### config.mk
export PLATFORM = sky130hd
export DESIGN_NAME = sst_hotkey_ctrl
export DESIGN_NICKNAME = d
export VERILOG_FILES = /design/src/rtl/sst_hotkey_ctrl.sv
export SDC_FILE = /design/constraint.sdc
export NUM_CORES = 1
export LEC_CHECK = 0
export BUFFER_PORTS_ARGS = -buffer_cell sky130_fd_sc_hd__buf_2
export CAP_MARGIN = 20
export CORE_ASPECT_RATIO = 0.75
export CORE_UTILIZATION = 35
export DETAILED_ROUTE_END_ITERATION = 10
export REMOVE_ABC_BUFFERS = 1
export SLEW_MARGIN = 20
export SYNTH_ARGS = -nofsm -noshare
export SYNTH_HDL_FRONTEND = slang
export SYNTH_SLANG_ARGS = --single-unit
### constraint.sdc
create_clock -name clk -period 3.1 [get_ports clk]
set_input_delay 0.465 -clock clk [delete_from_list [all_inputs] [get_ports clk]]
set_output_delay 0.465 -clock clk [all_outputs]
set_load 0.01 [all_outputs]
### src/rtl/sst_hotkey_ctrl.sv
// ============================================================================
// Module   : sst_hotkey_ctrl
// Brief    : Multi-port joypad hotkey sniffer and save-state sequencer.
// Revision : 1.0 - initial release
// ============================================================================
`default_nettype none

module sst_hotkey_ctrl #(
  parameter int          NPORTS   = 2,
  parameter int          HOLD_IRQ = 4,
  parameter int          TMO_W    = 24,
  parameter logic [23:0] JOY_BASE = 24'hA10002
) (
  input  logic                  clk,
  input  logic                  map_rst_n,
  input  logic                  on,
  input  logic [23:0]           cpu_addr,
  input  logic [15:0]           cpu_data,
  input  logic                  as_n,
  input  logic                  oe_n,
  input  logic                  we_lo_n,
  input  logic [NPORTS-1:0]     port_en,
  input  logic [7:0]            key_save,
  input  logic [7:0]            key_load,
  input  logic [7:0]            key_menu,
  input  logic [TMO_W-1:0]      tmo_limit,
  output logic [8*NPORTS-1:0]   joy_val,
  output logic                  sst_act,
  output logic [1:0]            ss_state,
  output logic [1:0]            sst_cmd,
  output logic [1:0]            sst_port,
  output logic [7:0]            joy_keys,
  output logic                  tmo_err
);

  localparam int          HW        = $clog2(HOLD_IRQ + 1);
  localparam logic [HW-1:0] HOLD_TGT = HW'(HOLD_IRQ);
  localparam logic [HW-1:0] HOLD_MAX = '1;

  localparam logic [1:0] ST_INGAME = 2'd0;
  localparam logic [1:0] ST_BACKUP = 2'd1;
  localparam logic [1:0] ST_RECOVR = 2'd2;

  logic              irq_s, irq_q, irq_edge;
  logic              ack_s, ack_q, ack_edge;
  logic [NPORTS-1:0] rd_s, rd_q, rd_end;
  logic [NPORTS-1:0] wr_s, wr_q, wr_edge;
  logic              unused_data;

  assign irq_s       = !as_n && !oe_n    && (cpu_addr == 24'h000078);
  assign ack_s       = !as_n && !we_lo_n && (cpu_addr == 24'h000000);
  assign irq_edge    = irq_s && !irq_q;
  assign ack_edge    = ack_s && !ack_q;
  assign rd_end      = rd_q & ~rd_s;
  assign wr_edge     = wr_s & ~wr_q;
  assign unused_data = ^cpu_data[15:8];

  always_ff @(negedge clk) begin
    if (!map_rst_n) begin
      irq_q <= 1'b0;
      ack_q <= 1'b0;
      rd_q  <= '0;
      wr_q  <= '0;
    end else begin
      irq_q <= irq_s;
      ack_q <= ack_s;
      rd_q  <= rd_s;
      wr_q  <= wr_s;
    end
  end

  // Per-port sniffer: the pad is multiplexed by the select bit, so each
  // half of the key byte is latched once per frame from the matching phase.
  for (genvar p = 0; p < NPORTS; p++) begin : g_port
    localparam logic [23:0] ADDR = JOY_BASE + 24'(2 * p);

    logic       sel;
    logic [7:0] dat_st;
    logic [7:0] joy;
    logic [1:0] mask;
    logic [1:0] mask_clr;

    assign rd_s[p]   = !as_n && !oe_n    && (cpu_addr == ADDR);
    assign wr_s[p]   = !as_n && !we_lo_n && (cpu_addr == ADDR);
    assign mask_clr  = irq_edge ? 2'b00 : mask;
    assign joy_val[8*p +: 8] = joy;

    always_ff @(negedge clk) begin
      if (!map_rst_n) begin
        sel    <= 1'b0;
        dat_st <= 8'h00;
        joy    <= 8'h00;
        mask   <= 2'b00;
      end else begin
        if (wr_edge[p]) sel <= cpu_data[6];
        if (rd_s[p])    dat_st <= ~cpu_data[7:0];
        mask <= mask_clr;
        if (rd_end[p] && !mask_clr[sel]) begin
          if (sel) joy[5:0] <= dat_st[5:0];
          else     joy[7:6] <= dat_st[5:4];
          mask <= mask_clr | (sel ? 2'b10 : 2'b01);
        end
      end
    end
  end

  logic       win_vld;
  logic [1:0] win_port;
  logic [1:0] win_cmd;
  logic [7:0] win_keys;

  // Later assignments win: ports scanned high to low, save checked last.
  always_comb begin
    win_vld  = 1'b0;
    win_port = 2'd0;
    win_cmd  = 2'd0;
    win_keys = 8'h00;
    for (int p = NPORTS - 1; p >= 0; p--) begin
      if (port_en[p]) begin
        if (key_menu != 8'h00 && joy_val[8*p +: 8] == key_menu) begin
          win_vld = 1'b1; win_port = 2'(p); win_cmd = 2'd3; win_keys = joy_val[8*p +: 8];
        end
        if (key_load != 8'h00 && joy_val[8*p +: 8] == key_load) begin
          win_vld = 1'b1; win_port = 2'(p); win_cmd = 2'd2; win_keys = joy_val[8*p +: 8];
        end
        if (key_save != 8'h00 && joy_val[8*p +: 8] == key_save) begin
          win_vld = 1'b1; win_port = 2'(p); win_cmd = 2'd1; win_keys = joy_val[8*p +: 8];
        end
      end
    end
  end

  logic [1:0]       state, state_nxt;
  logic [HW-1:0]    hold_cnt, hold_inc, hold_nxt;
  logic             prev_vld, lock;
  logic [1:0]       prev_port, prev_cmd;
  logic [TMO_W-1:0] tmo_cnt;
  logic             same_win, fire, tmo_hit;

  assign hold_inc = (hold_cnt == HOLD_MAX) ? hold_cnt : hold_cnt + 1'b1;
  assign same_win = prev_vld && (prev_port == win_port) && (prev_cmd == win_cmd);
  assign hold_nxt = !win_vld ? '0 : (same_win ? hold_inc : HW'(1));
  assign fire     = irq_edge && win_vld && (hold_nxt == HOLD_TGT) && !lock;
  assign tmo_hit  = (tmo_limit != '0) && (tmo_cnt == tmo_limit - 1'b1);

  always_ff @(negedge clk) begin
    if (!map_rst_n) state <= ST_INGAME;
    else            state <= state_nxt;
  end

  always_comb begin
    state_nxt = state;
    if (!on) begin
      state_nxt = ST_INGAME;
    end else begin
      case (state)
        ST_INGAME: if (fire) state_nxt = ST_BACKUP;
        ST_BACKUP: begin
          if (ack_edge)     state_nxt = ST_RECOVR;
          else if (tmo_hit) state_nxt = ST_INGAME;
        end
        ST_RECOVR: if (irq_edge) state_nxt = ST_INGAME;
        default:   state_nxt = ST_INGAME;
      endcase
    end
  end

  always_comb begin
    sst_act  = (state != ST_INGAME);
    ss_state = state;
  end

  always_ff @(negedge clk) begin
    if (!map_rst_n) begin
      hold_cnt  <= '0;
      prev_vld  <= 1'b0;
      prev_port <= 2'd0;
      prev_cmd  <= 2'd0;
      lock      <= 1'b0;
      tmo_cnt   <= '0;
      sst_cmd   <= 2'd0;
      sst_port  <= 2'd0;
      joy_keys  <= 8'h00;
      tmo_err   <= 1'b0;
    end else if (!on) begin
      hold_cnt <= '0;
      lock     <= 1'b0;
    end else begin
      case (state)
        ST_INGAME: if (irq_edge) begin
          hold_cnt  <= hold_nxt;
          prev_vld  <= win_vld;
          prev_port <= win_port;
          prev_cmd  <= win_cmd;
          if (!win_vld) lock <= 1'b0;
          if (fire) begin
            sst_cmd  <= win_cmd;
            sst_port <= win_port;
            joy_keys <= win_keys;
            lock     <= 1'b1;
            tmo_err  <= 1'b0;
            tmo_cnt  <= '0;
          end
        end
        ST_BACKUP: begin
          tmo_cnt <= tmo_cnt + 1'b1;
          if (!ack_edge && tmo_hit) tmo_err <= 1'b1;
        end
        default: ;
      endcase
    end
  end

endmodule

`default_nettype wire

=== Word-level counts from Yosys, hierarchy flattened ===
Cells that the tools add are included.

* $add $sub $neg: 3
* $mul: 0
* Divide/modulo/power cells: 0
* Magnitude comparators: 2
* Equality and inequality tests: 22
* Shifts and indexed selects: 0
* Mux-type cells: 59
* Bitwise gates (word level): 9
* Reduce and logical (&&, ||, !) cells: 54

{| class="wikitable"
|+ Operators by type and width
! operator !! number
|-
| $mux 8 || 8
|-
| $mux 2 || 25
|-
| $eq 24x24->1 const B || 2
|-
| $eq 8x8->1 || 6
|-
| $mux 24 || 2
|-
| $pmux 24 s2 || 1
|-
| $logic_and 1x1->1 || 25
|-
| $add 24x1->24 const B || 1
|-
| $eq 24x24->1 || 1
|-
| $eq 24x7->1 const B || 1
|-
| $logic_not 24->1 || 1
|-
| $reduce_bool 24->1 || 1
|-
| $reduce_bool 8->1 || 3
|-
| $sub 24x1->24 const B || 1
|-
| $mux 1 || 18
|-
| $reduce_and 2->1 || 6
|-
| $logic_not 1->1 || 9
|-
| $mux 3 || 3
|-
| $reduce_and 3->1 || 3
|-
| $ne 2x2->1 const B || 4
|-
| $reduce_and 4->1 || 2
|-
| $eq 3x3->1 const B || 2
|-
| $not 6->6 || 1
|-
| $pmux 2 s3 || 1
|-
| 15 further kinds || 22
|}

* Flip-flop bits (word level): 88
* Latch bits: 0
* RAM bits: 0
* Bits in read-only memories: 0
* Input bits: 96
* Output and inout port bits: 32
* Logic and storage cells: 174
* Memories kept: 0

=== Depth between registers and ports, before layout ===
Gate-level depths: netlist (run 1).

* Depth in word-level cells: 21
* Depth in mapped cells: 14
* Depth with buffers taken out: 11

==> metrics.txt, run 1 <==
status=finished with violations; failing checks=setup timing; area leader, netlist=dfxtp_1; max_slew headroom=0.5831; Root Driver=clkbuf_16; worst path cell trace=buf_6 -> or4_4 -> nor4_4 -> or3b_4 -> nor3_4 -> nand3b_1 -> a2111oi_4 -> buf_6 -> a21oi_4 -> buf_6 -> or3_1 -> a21oi_1; clock latency on the worst-skew pair=0.44 ns; final WL=approximately 18,000 um; IO Port Bufs=117; cell area power density=~330 nW/um2; yosys warns=0; CTS hold repair buffers=0; area share of the leading cell type in the synthesized netlist=0.3126; Pre-Repair DR Iteration Count=5; via count=about 6,300; Worst Hold Launch=sst_cmd[0]; initial drt markers=396; Initial Utilization=0.3595; vias in the first global route=6,126; routability cong.=0.8775; grt ovf=0; Worst Path Arrival=3.29 ns; Most used DFF post-synth=dfxtp_1; Area contributors post-synth=dfxtp_1 (31%), xor2_1 (9.5%), mux2i_1 (7.1%); Top delay family on crit path=simple AND/OR/NAND/NOR gates; die height=110.6 um; P_leak=roughly 0.004 uW; Area Overhead vs Synth=62.02%; Slowest-stage cell, CP=or4_4; ys async rst share=0; reg2reg start=g_port[1].joy[5]; Synth Register Bits=86; Final WS setup=-1.408 ns; endpoint of the worst-slack reg-to-reg timing path=ss_state[0]; RSZ-0062 raised after global routing=yes; global-route wire length before repair=29,900 um; number of flops mapped to enable cells by yosys=0; diode count=0; Power, Total=around 3000 uW; Cells after Synth=671; final setup fails=between 80 and 90; pre-CTS setup slack=-1.940 ns; Crit Path Max Fanout=5; register area share after synthesis=0.3126; Worst Setup End Kind=flip-flop; Hold Path Stages=2; WP buf/inv=3; maximum vdd drop=~0.00030 V; Worst path most repeated cell=buf_6; cts bufs inserted=9; Required @ worst endpoint=1.88 ns; Largest stage delay, worst path=between 0.5 and 0.6 ns; I/O pin count=roughly 130; Hold Path End=sst_cmd[0]; R2R cell count=11; max cap viols=0; Clock Skew=0.03987 ns; post-synthesis instance area=roughly 5500 um2; largest net degree at the start of global routing=32; H-tree levels=3; fillcell total=~1,400; CP Depth=12; post-synth cell types=64; CTS tree=yes; Pins Over Slew Limit=0; DRC viols=0; TNS Setup=-75.48 ns; Final Net Count=approximately 1,100; Wirelength per Cell=15.09 um; clock sinks=86; Hold Path Class=reg2reg; GRT Overall Usage=0.2256; post-route ant nets=0; Die X=between 100 and 150 um; die area=around 16,000 um2; Site Rows=39; WS Path Type=in2reg; Post-Syn Area per Cell=approximately 8.2 um2; Fin. Hold Viols=0; Worst Tran Pin Value=0.6244 ns; Critical Path Start Type=primary input; vias per cell=between 5 and 6; post-DP HPWL=12,300 um; initial antenna violation count=1; Clock Tree Buf Depth=2; core area=15,320 um2; Reg2Reg Setup Slack=-0.07 ns; Reg clk slew, reported paths=around 0.03 ns; share of layout cells above drive strength 1=0.4191
[report_power, final]
part           leakage, uW  internal [uW]  switching, uW
clock network     0.000612            734            847
logic              0.00281            148            149
registers         0.000704           1100     0.00000733
[sequential cells by signal, indices dropped and copies added, names as in the netlist, 3 cells and up]
| register | count |
|---|---|
| joy_keys | 8 |
| g_port.joy | 16 |
| tmo_cnt | 24 |
| g_port.mask | 4 |
| g_port.dat_st | 12 |
| hold_cnt | 3 |
[final cells by class]
type                       count  area [um2]  area share
multi-input combinational    541        4180      0.4685
timing repair buffer         274        2033      0.2278
sequential                    86        1770      0.1984
clock inverter                93       416.7     0.04669
tap                          205       256.5     0.02874
clock buffer                   9       225.2     0.02524
inverter                      11       41.29    0.004627
[kinds of logic after synthesis]
kind of cell             Yosys count  share of synthesized area
multiplexers                      39                    0.07088
buffers and inverters             46                    0.04043
adder cells (fa/ha/maj)            3                   0.006816
AO/OA/AOI/OAI                    124                     0.1495
XOR/XNOR                          75                     0.1193
AND/OR/NAND/NOR                  297                     0.2999
other                              1                  0.0006809
flip-flops                        86                     0.3126
[worst max-delay path by stage]
stage / startpoint / end / slack [ns]
after floorplan: cpu_addr[2] / tmo_cnt[0] / -2.04
after global placement: cpu_addr[2] / tmo_cnt[3] / -1.90
after detailed placement: cpu_addr[2] / tmo_cnt[6] / -1.94
after CTS: cpu_addr[23] / tmo_cnt[10] / -1.42
after global routing: cpu_addr[23] / tmo_cnt[2] / -1.48
final: cpu_addr[23] / tmo_cnt[10] / -1.41
[routing by layer]
metal	track usage	vias to the layer above	share of wire	wire length (um)
li1	-	3140	-	-
met1	0.3218	2978	0.50	9187
met2	0.3194	189	0.43	7922
met3	0.06364	25	0.058	1072
met4	0.08056	2	0.011	199
met5	0	-	0.00071	13
[cell usage after synthesis, drive strengths merged (13+ instances only)]
| cell type | n |
|---|---|
| or3 | 21 |
| a21oi | 48 |
| nand2 | 42 |
| a211oi | 13 |
| xor2 | 60 |
| nor4 | 32 |
| clkbuf | 18 |
| dfxtp | 86 |
| o21ai | 20 |
| nor3 | 17 |
| buf | 16 |
| nor2 | 76 |
| xnor2 | 15 |
| nand3 | 33 |
| mux2i | 39 |
[metrics by stage]
| stage | hold slack [ns] | instance area (um2) | cells | util |
|---|---|---|---|---|
| finish | 0.4447 | 8924 | 1219 | 0.5824 |
| global route | 0.4677 | 8924 | 1219 | 0.5824 |
| CTS | 0.4494 | 8432 | 1211 | 0.5503 |
| detailed placement | 0.4452 | 7163 | 1086 | 0.4675 |
| global placement | 0.4412 | 7163 | 1086 | 0.4675 |
| floorplan | 0.4399 | 5330 | 637 | - |
[tightest hold or removal path: stages (launching register included)]
cell     delay [ns]
dfxtp_1        0.29
nand2_1        0.05
a21oi_1        0.05
[placed cells by master, fill, tap and decap left out, types with 11 or more instances in the layout]
cell        n
a21oi_2    19
mux2i_1    39
o21ai_0    17
dfxtp_4    11
a21oi_1    28
or3_1      16
a211oi_2   13
nor4_1     16
nand3b_1   11
nor3_1     12
nand2_1    37
inv_1      96
xnor2_1    15
buf_4     124
xor2_1     54
buf_6      41
dfxtp_1    69
nor2_1     58
nand3_1    31
buf_2     102
[timing repair]
action,4_1_cts,5_1_grt
pin swaps,81,32
resized for setup,111,105
endpoints found under the setup margin,97,96
gates cloned,7,1
setup buffers,20,14
Power figures use the tool's default switching activity.
==> run 2, diff against run 1 <==
==> constraint.sdc (replaced) <==
create_clock -name clk -period 5.55 [get_ports clk]
set_input_delay 0.8325 -clock clk [delete_from_list [all_inputs] [get_ports clk]]
set_output_delay 0.8325 -clock clk [all_outputs]
set_load 0.01 [all_outputs]
==> metrics.txt, run 2 (same netlist as run 1, synthesis figures left out) <==
reg2reg start=g_port[1].joy[1]; Util after Layout=0.5390; initial antenna violation count=1; Final Net Count=around 1,100; die area=16,250 um2; share of layout cells above drive strength 1=0.3354; final setup fails=50; Initial Utilization=0.3595; Fin. Hold Viols=0; Clock Skew=0.01938 ns; largest net degree at the start of global routing=36; via count=6,131; Critical Path Start Type=primary input; fillcell total=1,433; Root Driver=clkbuf_16; Pre-Repair DR Iteration Count=5; clock sinks=86; WP buf/inv=2; H-tree levels=3; Hold Slack=0.4585 ns; diode count=0; IO Port Bufs=between 100 and 150; GRT Overall Usage=0.2085; final WL=17,430 um; routability cong.=between 0.8 and 0.9; pre-CTS setup slack=-1.097 ns; maximum vdd drop=~0.00016 V; R2R cell count=10; worst path cell trace=buf_6 -> or4_4 -> nor4_4 -> or3b_4 -> nor3_4 -> nand3b_1 -> a2111oi_4 -> buf_6 -> a21oi_4 -> or4_1 -> a21oi_2; global-route wire length before repair=about 28,000 um; most common cell after layout, fill and taps aside=buf_2; Reg clk slew, reported paths=0.04 ns; initial drt markers=around 420; Top Registers=tmo_cnt (24), g_port.joy (16), g_port.dat_st (12); Site Rows=39; Hold Path Stages=1; vias in the first global route=around 5,700; DRC viols=0; Worst path most repeated cell=buf_6; Final WS setup=-0.5477 ns; core area=between 15,000 and 20,000 um2; max_slew headroom=0.5707; CTS tree=yes; I/O pin count=roughly 130; Largest register FFs=24; P_leak=0.003829 uW; Wirelength per Cell=around 15 um; most frequent cells in the layout=buf_2 (113), inv_1 (96), buf_4 (88); Area after DPL=between 6000 and 7000 um2; Reg with most FFs=tmo_cnt; Worst Hold Launch=tmo_err; die height=roughly 110 um; Top delay family on crit path=simple AND/OR/NAND/NOR gates; Worst Tran Pin Value=between 0.6 and 0.7 ns; post-DP HPWL=approximately 12,000 um; Worst Setup End Kind=flip-flop; failing checks=setup timing; Hold Path End=tmo_err; Required @ worst endpoint=about 3.1 ns; max cap viols=0; Crit Path Max Fanout=6; Clock Tree Buf Depth=2; Slowest-stage cell, CP=or4_4; Finished Cell Area=between 8000 and 9000 um2; Die X=roughly 150 um; status=finished with violations; Worst Path Arrival=about 3.7 ns; Pins Over Slew Limit=0; WS Path Type=in2reg; cts bufs inserted=9; Area Overhead vs Synth=49.95%; Largest stage delay, worst path=0.54 ns; Reg2Reg Setup Slack=2.30 ns; vias per cell=about 5.2; Hold Path Class=reg2reg; grt ovf=0; RSZ-0062 raised after global routing=yes; clock latency on the worst-skew pair=0.42 ns; post-route ant nets=0; endpoint of the worst-slack reg-to-reg timing path=tmo_cnt[11]; cell area power density=199.9 nW/um2
## run 2: cell count changes in the layout (fill, tap and decap cells not counted), sizes merged
cell	delta
buf	-39
clkinv	-1
inv	+1
## run 2: cell type report
class / instances / area (um2) / area share
clock buffer: 9 / 225.2 / 0.02727
sequential: 86 / 1722 / 0.2085
timing repair buffer: 235 / 1647 / 0.1994
tap: 205 / 256.5 / 0.03106
multi-input combinational: 541 / 3959 / 0.4793
clock inverter: 93 / 409.1 / 0.04954
inverter: 11 / 41.29 / 0.004999
## run 2: power by group
part	switching, uW	leakage [uW]	internal [uW]
Clock	460	0.000612	408
Combinational	81.2	0.00253	79.2
Sequential	0.00000330	0.000692	622
## run 2: how the worst max path moves through the flow
stage / startpoint / cells past startpoint / slack, ns / to
floorplan: cpu_addr[2] / 9 / -1.18 / tmo_cnt[0]
global placement: cpu_addr[2] / 11 / -1.05 / tmo_cnt[3]
detailed placement: cpu_addr[2] / 11 / -1.10 / tmo_cnt[4]
CTS: cpu_addr[2] / 11 / -0.54 / tmo_cnt[17]
global route: cpu_addr[2] / 11 / -0.65 / tmo_cnt[11]
finish: cpu_addr[2] / 11 / -0.55 / tmo_cnt[11]
## run 2: routing by layer
layer | GRT usage | vias up | wire (um)
met5 | 0 | - | 11
met4 | 0.07569 | 2 | 124
met3 | 0.06612 | 14 | 1103
met2 | 0.2900 | 193 | 7466
met1 | 0.2967 | 2860 | 8721
li1 | - | 3062 | -
## run 2: timing repair
item,4_1_cts,5_1_grt
setup buffers,13,11
gates cloned,5,2
endpoints found under the setup margin,48,58
endpoints found under the hold margin,0,0
pin swaps,49,13
resized for setup,58,58
hold buffers,0,0
## run 2: stage by stage
step | setup TNS, ns | total power (uW) | cells
after floorplan | -43.25 | 776.8 | 637
after global routing | -24.41 | 1765 | 1180
final | -19.65 | 1651 | 1180
after CTS | -15.07 | 1665 | 1169
after global placement | -44.98 | 863.4 | 1051
after detailed placement | -47.16 | 864.3 | 1051
## run 2: worst reg2reg max path, delay by kind of cell (launching register included)
family / cells / cell delay, ns
AO/OA/AOI/OAI: 5 / 1.22
AND/OR/NAND/NOR: 3 / 0.98
flip-flops: 1 / 0.60
buffers and inverters: 1 / 0.23
XOR/XNOR: 1 / 0.15
==> run 3, diff against run 2 <==
==> constraint.sdc (replaced) <==
create_clock -name clk -period 6 [get_ports clk]
set_input_delay 0.9 -clock clk [delete_from_list [all_inputs] [get_ports clk]]
set_output_delay 0.9 -clock clk [all_outputs]
set_load 0.01 [all_outputs]
==> metrics.txt, run 3 (same netlist as run 1, synthesis figures left out) <==
status=finished with violations; failing checks=setup timing; Hold Slack=about 0.44 ns; fillcell total=roughly 1,500; Slowest-stage cell, CP=or4_4; met2 global-route usage=0.2720; via count=~6,000; maximum vdd drop=0.0001627 V; Hold Path Class=reg2reg; cell area power density=188.9 nW/um2; Die X=approximately 150 um; Clock Skew=around 0.02 ns; max_slew headroom=0.5545; Final Net Count=roughly 1,100; RSZ-0062 raised after global routing=yes; post-route ant nets=0; routability cong.=0.8837; CTS tree=yes; met3 GRT Util=0.06322; Util after Layout=0.5298; die area=roughly 16,000 um2; Reg with most FFs=tmo_cnt; Power, Total=around 1500 uW; WS Path Type=in2reg; Pre-Repair DR Iteration Count=4; max cap viols=0; Root Driver=clkbuf_16; I/O pin count=about 130; Area Overhead vs Synth=47.39%; Reg clk slew, reported paths=approximately 0.04 ns; Final WS setup=-0.3981 ns; Hold Path Stages=2; most common cell after layout, fill and taps aside=buf_2; final setup fails=39; die height=110.6 um; vias in the first global route=between 5,000 and 6,000; Clock Tree Buf Depth=2; clock sinks=86; WP buf/inv=2; core area=15,320 um2; Largest stage delay, worst path=between 0.5 and 0.6 ns; largest net degree at the start of global routing=37; Pins Over Slew Limit=0; CP Depth=11; initial drt markers=380; global-route wire length before repair=around 27,000 um; R2R cell count=10; share of layout cells above drive strength 1=0.3250; worst path cell trace=buf_6 -> or4_4 -> nor4_4 -> or3b_4 -> nor3_4 -> nand3b_1 -> a2111oi_4 -> buf_4 -> a21oi_4 -> or4_1 -> a21oi_2; Area after DPL=~6900 um2; Top delay family on crit path=simple AND/OR/NAND/NOR gates; grt ovf=0; Required @ worst endpoint=about 3.3 ns; cts bufs inserted=9; met1 Use GR=0.2969; clock latency on the worst-skew pair=a little over 0.4 ns; TNS Setup=-11.84 ns; Worst Path Arrival=about 3.7 ns; vias per cell=between 5 and 6; Top Registers=tmo_cnt (24), g_port.joy (16), g_port.dat_st (12); GRT Overall Usage=0.2027; Crit Path Max Fanout=7; initial antenna violation count=1; Fin. Hold Viols=0; Largest register FFs=24; most frequent cells in the layout=buf_2 (110), inv_1 (96), buf_4 (92); Site Rows=39; Worst Tran Pin Value=around 0.67 ns; Critical Path Start Type=primary input; post-DP HPWL=11,810 um; Worst Setup End Kind=flip-flop; Initial Utilization=0.3595; P_leak=approximately 0.0038 uW; Finished Cell Area=8118 um2; Top Usage Layer GRT=met1; H-tree levels=3; final WL=16,780 um; diode count=0; Wirelength per Cell=between 10 and 15 um; DRC viols=0; IO Port Bufs=between 100 and 150
-- run 3: path summary, 6_finish.rpt --
path	start	endpoint	slack (ns)
worst min register to register	sst_port[0]	sst_port[0]	0.44
worst min-delay path	sst_port[0]	sst_port[0]	0.44
worst max register to register	g_port[1].joy[1]	tmo_cnt[17]	2.68
worst max-delay path	cpu_addr[2]	tmo_cnt[17]	-0.40
-- run 3: per-layer routing --
layer | vias to the layer above | part of all wire
li1 | 3041 | -
met1 | 2802 | 0.52
met2 | 163 | 0.42
met3 | 16 | 0.053
met4 | 2 | 0.0076
met5 | - | 0.00077
-- run 3: report_power, final --
| part | leakage [uW] | switching [uW] | total (uW) | internal (uW) |
|---|---|---|---|---|
| Clock | 0.000613 | 432 | 812 | 380 |
| Combinational | 0.00249 | 73.4 | 146 | 72.4 |
| Sequential | 0.000692 | 0.00000270 | 576 | 576 |
| Total | 0.00379 | 505 | 1530 | 1030 |
-- run 3: final cells by class --
type,instances,area (um2),share of cell area
clock buffers,9,225.2,0.02774
clock inverters,93,414.1,0.05102
inverters,11,41.29,0.005086
multi-input cells,540,3918,0.4826
flip-flops and latches,86,1722,0.2121
well taps,205,256.5,0.03160
repair buffers,224,1541,0.1899
-- run 3: per-stage QoR --
stage / cells / setup slack [ns]
after global routing: 1168 / -0.4704
final: 1168 / -0.3981
after CTS: 1162 / -0.3857
after floorplan: 637 / -1.021
after global placement: 1047 / -0.8799
after detailed placement: 1047 / -0.9245
-- run 3: timing repair --
item | CTS | global route
pin swaps | 24 | 17
hold buffers | 0 | 0
buffers inserted | 12 | 6
resized for setup | 38 | 54
cloned | 2 | 3
setup endpoints to repair | 39 | 41
-- run 3: tightest hold or removal path: stages (launching register included) --
cell	delay [ns]
dfxtp_1	0.29
nand2_1	0.05
a21oi_1	0.05
